==> config.mk <==
export PLATFORM = sky130hd
export DESIGN_NAME = stream_rr_arbiter
export DESIGN_NICKNAME = d
export VERILOG_FILES = /design/src/rtl/stream_rr_arbiter.sv
export SDC_FILE = /design/constraint.sdc
export NUM_CORES = 1
export LEC_CHECK = 0
export BUFFER_PORTS_ARGS = -buffer_cell sky130_fd_sc_hd__buf_2
export CORE_MARGIN = 4
export CORE_UTILIZATION = 50
export DETAILED_ROUTE_END_ITERATION = 10
export PLACE_DENSITY = 0.8
export SYNTH_ARGS = -nofsm -noshare
export SYNTH_HDL_FRONTEND = slang
export SYNTH_SLANG_ARGS = --single-unit
==> constraint.sdc <==
create_clock -name clk -period 2.33 [get_ports clk]
set_input_delay 0.1165 -clock clk [delete_from_list [all_inputs] [get_ports clk]]
set_output_delay 0.1165 -clock clk [all_outputs]
set_load 0.03 [all_outputs]
==> src/rtl/stream_rr_arbiter.sv <==
// -----------------------------------------------------------------------------
// stream_rr_arbiter
//
// Purpose:
//   Round-robin arbiter that shares one downstream valid/ready stream between
//   NUM_REQ free-running producers. A grant stays locked for a burst of up to
//   BURST_LEN beats. The grant then rotates to the next requester. The output
//   beat is registered and holds stable while the consumer stalls.
//
// Optional feature macro:
//   STREAM_RR_ARB_STATS_EN - adds o_Total_Beats, a saturating 16-bit count of
//                            output handshakes. When the macro is undefined,
//                            the port and the counter are absent.
//
// Parameters:
//   NUM_REQ   - number of requesters (power of two, >= 2)
//   DATA_W    - beat width in bits
//   BURST_LEN - maximum beats accepted per grant (1..255)
//
// Ports:
//   clk           in   clock
//   resetn        in   asynchronous active-low reset
//   i_Req_Data    in   packed requester beats, requester r at [r*DATA_W +: DATA_W]
//   i_Req_Valid   in   per-requester valid
//   o_Req_Ready   out  per-requester ready (combinational, depends on i_Out_Ready)
//   o_Output_Data out  registered output beat
//   o_Data_Valid  out  registered output valid
//   i_Out_Ready   in   consumer ready
//   o_Grant_Id    out  requester currently or most recently granted (registered)
//   o_Total_Beats out  output handshake count (only with STREAM_RR_ARB_STATS_EN)
// -----------------------------------------------------------------------------
module stream_rr_arbiter #(
  parameter int unsigned NUM_REQ   = 4,
  parameter int unsigned DATA_W    = 8,
  parameter int unsigned BURST_LEN = 4,
  localparam int unsigned ID_W     = (NUM_REQ > 1) ? $clog2(NUM_REQ) : 1
) (
  input  logic                      clk,
  input  logic                      resetn,
  input  logic [NUM_REQ*DATA_W-1:0] i_Req_Data,
  input  logic [NUM_REQ-1:0]        i_Req_Valid,
  output logic [NUM_REQ-1:0]        o_Req_Ready,
  output logic [DATA_W-1:0]         o_Output_Data,
  output logic                      o_Data_Valid,
  input  logic                      i_Out_Ready,
  output logic [ID_W-1:0]           o_Grant_Id
`ifdef STREAM_RR_ARB_STATS_EN
  ,
  output logic [15:0]               o_Total_Beats
`endif
);

  typedef enum logic {
    S_IDLE  = 1'b0,
    S_GRANT = 1'b1
  } state_e;

  state_e              state_q;
  logic [ID_W-1:0]     rr_ptr_q;
  logic [ID_W-1:0]     grant_q;
  logic [7:0]          beat_cnt_q;
  logic [DATA_W-1:0]   data_q;
  logic                valid_q;

  logic                can_load;
  logic                in_grant;
  logic                accept;
  logic                burst_last;
  logic [DATA_W-1:0]   grant_data;
  logic [NUM_REQ-1:0]  rot_valid;
  logic [ID_W-1:0]     sel_off_d;
  logic [ID_W-1:0]     sel_id_d;
  logic [ID_W-1:0]     next_ptr_d;

  // The output register may take a new beat when it is empty or is being
  // drained by the consumer in this same cycle.
  assign can_load   = !valid_q || i_Out_Ready;
  assign in_grant   = (state_q == S_GRANT);
  assign grant_data = i_Req_Data[grant_q*DATA_W +: DATA_W];
  assign accept     = in_grant && can_load && i_Req_Valid[grant_q];
  assign burst_last = (beat_cnt_q == 8'(BURST_LEN - 1));
  assign next_ptr_d = grant_q + ID_W'(1);

  // Rotate the valid vector so that bit 0 corresponds to rr_ptr. A plain
  // lowest-bit priority search then implements the wrapping round-robin
  // search. NUM_REQ is a power of two, so the index wraps by truncation.
  for (genvar gi = 0; gi < NUM_REQ; gi++) begin : g_rot
    logic [ID_W-1:0] src_idx;
    assign src_idx       = rr_ptr_q + ID_W'(gi);
    assign rot_valid[gi] = i_Req_Valid[src_idx];
  end

  always_comb begin
    sel_off_d = '0;
    for (int k = NUM_REQ - 1; k >= 0; k--) begin
      if (rot_valid[k]) begin
        sel_off_d = ID_W'(k);
      end
    end
  end

  assign sel_id_d = rr_ptr_q + sel_off_d;

  // Only the locked requester can ever see ready, and only in GRANT.
  always_comb begin
    o_Req_Ready = '0;
    if (in_grant && can_load) begin
      o_Req_Ready[grant_q] = 1'b1;
    end
  end

  always_ff @(posedge clk or negedge resetn) begin
    if (!resetn) begin
      state_q    <= S_IDLE;
      rr_ptr_q   <= '0;
      grant_q    <= '0;
      beat_cnt_q <= '0;
      data_q     <= '0;
      valid_q    <= 1'b0;
    end else begin
      // Output register. It loads on accept, drains when free, and otherwise
      // holds while the consumer stalls.
      if (accept) begin
        data_q  <= grant_data;
        valid_q <= 1'b1;
      end else if (can_load) begin
        valid_q <= 1'b0;
      end

      case (state_q)
        S_IDLE: begin
          if (|i_Req_Valid) begin
            grant_q    <= sel_id_d;
            beat_cnt_q <= '0;
            state_q    <= S_GRANT;
          end
        end

        S_GRANT: begin
          if (accept) begin
            if (burst_last) begin
              state_q    <= S_IDLE;
              rr_ptr_q   <= next_ptr_d;
              beat_cnt_q <= '0;
            end else begin
              beat_cnt_q <= beat_cnt_q + 8'd1;
            end
          end else if (can_load && !i_Req_Valid[grant_q]) begin
            // The requester went idle while it could have been served.
            // A valid drop while stalled (can_load low) is ignored, so a
            // requester that reasserts before ready keeps its grant.
            state_q  <= S_IDLE;
            rr_ptr_q <= next_ptr_d;
          end
        end

        default: begin
          state_q <= S_IDLE;
        end
      endcase
    end
  end

  assign o_Output_Data = data_q;
  assign o_Data_Valid  = valid_q;
  assign o_Grant_Id    = grant_q;

`ifdef STREAM_RR_ARB_STATS_EN
  logic [15:0] total_q;

  always_ff @(posedge clk or negedge resetn) begin
    if (!resetn) begin
      total_q <= '0;
    end else if (valid_q && i_Out_Ready && (total_q != 16'hFFFF)) begin
      total_q <= total_q + 16'd1;
    end
  end

  assign o_Total_Beats = total_q;
`endif

endmodule

==> results.yml <==
synth:
  synth_fp_nets: 204
  synth_edf_count: 0
  synth_top_family_by_area: "simple AND/OR/NAND/NOR gates"
  yosysWarnings: 0
  synth_cells: 159
  ys_seq_area_share_pct: 35.4
  ys_types: 44
  netlist_area_sq_um: 1550
  ys_seq_elements: 22
  synth-simple-area-share_pct: 26.2
  ys.flop_type: "dfrtp_1"
  synth_compound_area_share_pct: 11.1
  synth_mux_area_share_pct: 16.4
  syn_avg_cell_area_sq_um: 9.77
  async_reset_ff_share_pct: 100
  synthAdderAreaFrac_pct: 4.83
  synth-xor-area-share_pct: 0.564
worst_hold_path:
  worstHoldPathType: "in -> reg"
global_routing:
  grt_overflow: 0
  grt_pass1_wl_um: 6010
  antenna_found_initial: 0
  first_global_vias: 1372
  grt_start_max_net_pins: 23
  gr-usage-all-layers_pct: 18.4
place:
  placed_cells: 237
  place_hpwl_um: 2830
  globalplace.congestion: 0.849
  placed_area_sq_um: 1810
  place_ws_ns: 0.228
  port_buffers: 53
critical_path:
  crit_end: "o_Grant_Id[1]"
  r2r_slack_ns: 0.17
  critPathKind: "reg -> reg"
  rr_startpoint: "rr_ptr_q[1]"
  startpoint: "rr_ptr_q[1]"
  worstSetupStartpointType: "flop"
  cp-end-kind: "flop"
  r2r-end: "o_Grant_Id[1]"
  crit_arrival_ns: 2.40
  cp.required_ns: 2.58
  ff2ff_path_depth: 8
  cp_max_fo: 12
power:
  p_leak_nw: 0.925
  peakVddDrop_mv: 0.624
  p_total_mw: 2.37
  p_per_area_nw_per_um2: 1260
run:
  drv_cap: 0
final_layout:
  area_growth_pct: 20.6
  n_fill_cell: 234
  fin_area_sq_um: 1870
  drive_gt1_share_pct: 34.6
  final_core_util_pct: 65.7
  stdcell_count: 242
  layout.nets: 257
  diodes: 0
clock_network:
  post_cts_resized: 0
  numCtsBuffers: 3
  cts_tree: "yes"
  cts_buffer_depth: 2
  clk_root_buffer_cell: "clkbuf_4"
  worstSkewPairLatency_ns: 0.31
  htree_levels: 1
  clk_pin_slew_worst_paths_ns: 0.13
  numClockSinks: 22
floorplanning:
  std_cell_rows: 19
  io_pins: 54
  fp.dieW_um: 63.8
  die_y_um: 63.8
  start_util_pct: 54.5
  core_sq_um: 2850
  die_area_sq_um: 4060
drt:
  ant_nets: 0
  drt-vias-per-instance: 5.86
  drcViolationCount: 0
  wl_per_cell_um: 15.1
  first_pass_iters: 4
  routed_wl_um: 3660
  num_vias: 1418
  drtIter0Drc: 109
timing:
  fin_crit_sh_pct: 92.6
  timing.hold.ws_ns: 0.172
  setup_tns_ns: 0
  fmax_ghz: 0.464
  rsz0062_at_grt: "false"
  min_period_ns: 2.16
  fin_ws_ns: 0.174
  setup-violations-final: 0
  worst_pin_slew_ns: 0.502
  skew_ns: 0.00651
  maxSlewHeadroom_pct: 66.5
  slew_viol_final: 0
  hold_violations: 0
outcome:
  outcome: "finished, final reports clean"
[how the worst min path moves through the flow]
| stage | slack, ns | endpoint | depth (start not counted) | start |
|---|---|---|---|---|
| after floorplan | -0.18 | beat_cnt_q[0] | 0 | resetn |
| after global routing | 0.16 | o_Data_Valid | 3 | i_Out_Ready |
| after CTS | 0.17 | o_Data_Valid | 3 | i_Out_Ready |
| final | 0.17 | o_Data_Valid | 3 | i_Out_Ready |
| after global placement | 0.10 | beat_cnt_q[7] | 1 | resetn |
| after detailed placement | 0.11 | beat_cnt_q[5] | 1 | resetn |
[critical path, cell delays in order (launching register included)]
cell and delay (ns):
dfrtp_1 0.52, nand2b_1 0.20, a21oi_1 0.15, o211ai_1 0.10, o21a_1 0.13, ha_1 0.18
xnor2_1 0.13, or4_1 0.52, a31oi_1 0.17
[cells by family (layout without fill, tap and decap cells)]
family                     after synthesis  after routing
DFF                                     22             22
and+or+nand+nor                         79             79
adders and majority gates                6              6
muxes                                   11             11
buffers and inverters                   14             66
xor gates and xnor gates                 1              1
AOI/OAI and AO/OA                       26             26
[flip-flops by register name, indices dropped and copies added (netlist names)]
name	cells
o_Grant_Id	2
o_Data_Valid	1
beat_cnt_q	8
o_Output_Data	8
in_grant	1
rr_ptr_q	2
[placed cells by master, fill, tap and decap left out, types with 4 or more instances in the layout]
cell	n
ha_1	6
mux4_1	8
nor2_1	4
inv_1	6
buf_2	53
a21oi_1	7
nand2_1	37
o21ai_0	4
nand3_1	9
dfrtp_1	22
and3_1	4
nand2b_1	4
[final cells by class]
type                       count  area [sq um]  share of cell area (%)
timing repair buffer          56           290                    15.5
clock buffer                   3          22.5                    1.20
multi-input combinational    123           920                    49.1
tap                           31          38.8                    2.07
clock inverter                 1          30.0                    1.60
sequential                    22           551                    29.4
inverter                       6          22.5                    1.20
[cell usage after synthesis (2+ instances only)]
master	count	area share [%]
a21oi_1	7	2.3
o22a_2	2	1.3
nand3b_1	2	0.97
o31ai_1	2	0.97
ha_1	6	4.8
nand2b_1	4	1.6
mux2_2	2	1.4
buf_6	3	2.2
or3b_2	3	1.7
inv_1	6	1.4
nor3_1	3	0.97
a22oi_1	2	0.97
buf_4	2	0.97
nand2_1	37	8.9
and3_1	4	1.6
clkbuf_1	2	0.48
nand3_1	9	2.9
o21ai_0	4	1.3
o22ai_1	2	0.81
mux4_1	8	14
nor2b_1	2	0.81
nor2_1	4	0.97
dfrtp_1	22	35
[where the power goes]
group | internal (mW) | switching, mW
sequential | 0.541 | 0.164
combinational | 0.550 | 0.818
clock | 0.174 | 0.122
[timing repair]
| action | in CTS | in global routing |
|---|---|---|
| hold endpoints to repair | 22 | 0 |
| buffers inserted | 0 | 0 |
| hold buffers | 1 | 0 |
[layer usage]
| metal | part of all wire [%] | track usage, % | up-vias |
|---|---|---|---|
| met3 | 5.2 | 2.80 | 10 |
| met4 | 1.1 | 5.66 | 0 |
| li1 | - | - | 686 |
| met1 | 44 | 23.6 | 663 |
| met5 | 0 | 0 | - |
| met2 | 50 | 32.2 | 59 |
Note: power is estimated with default switching activity, not from simulation.
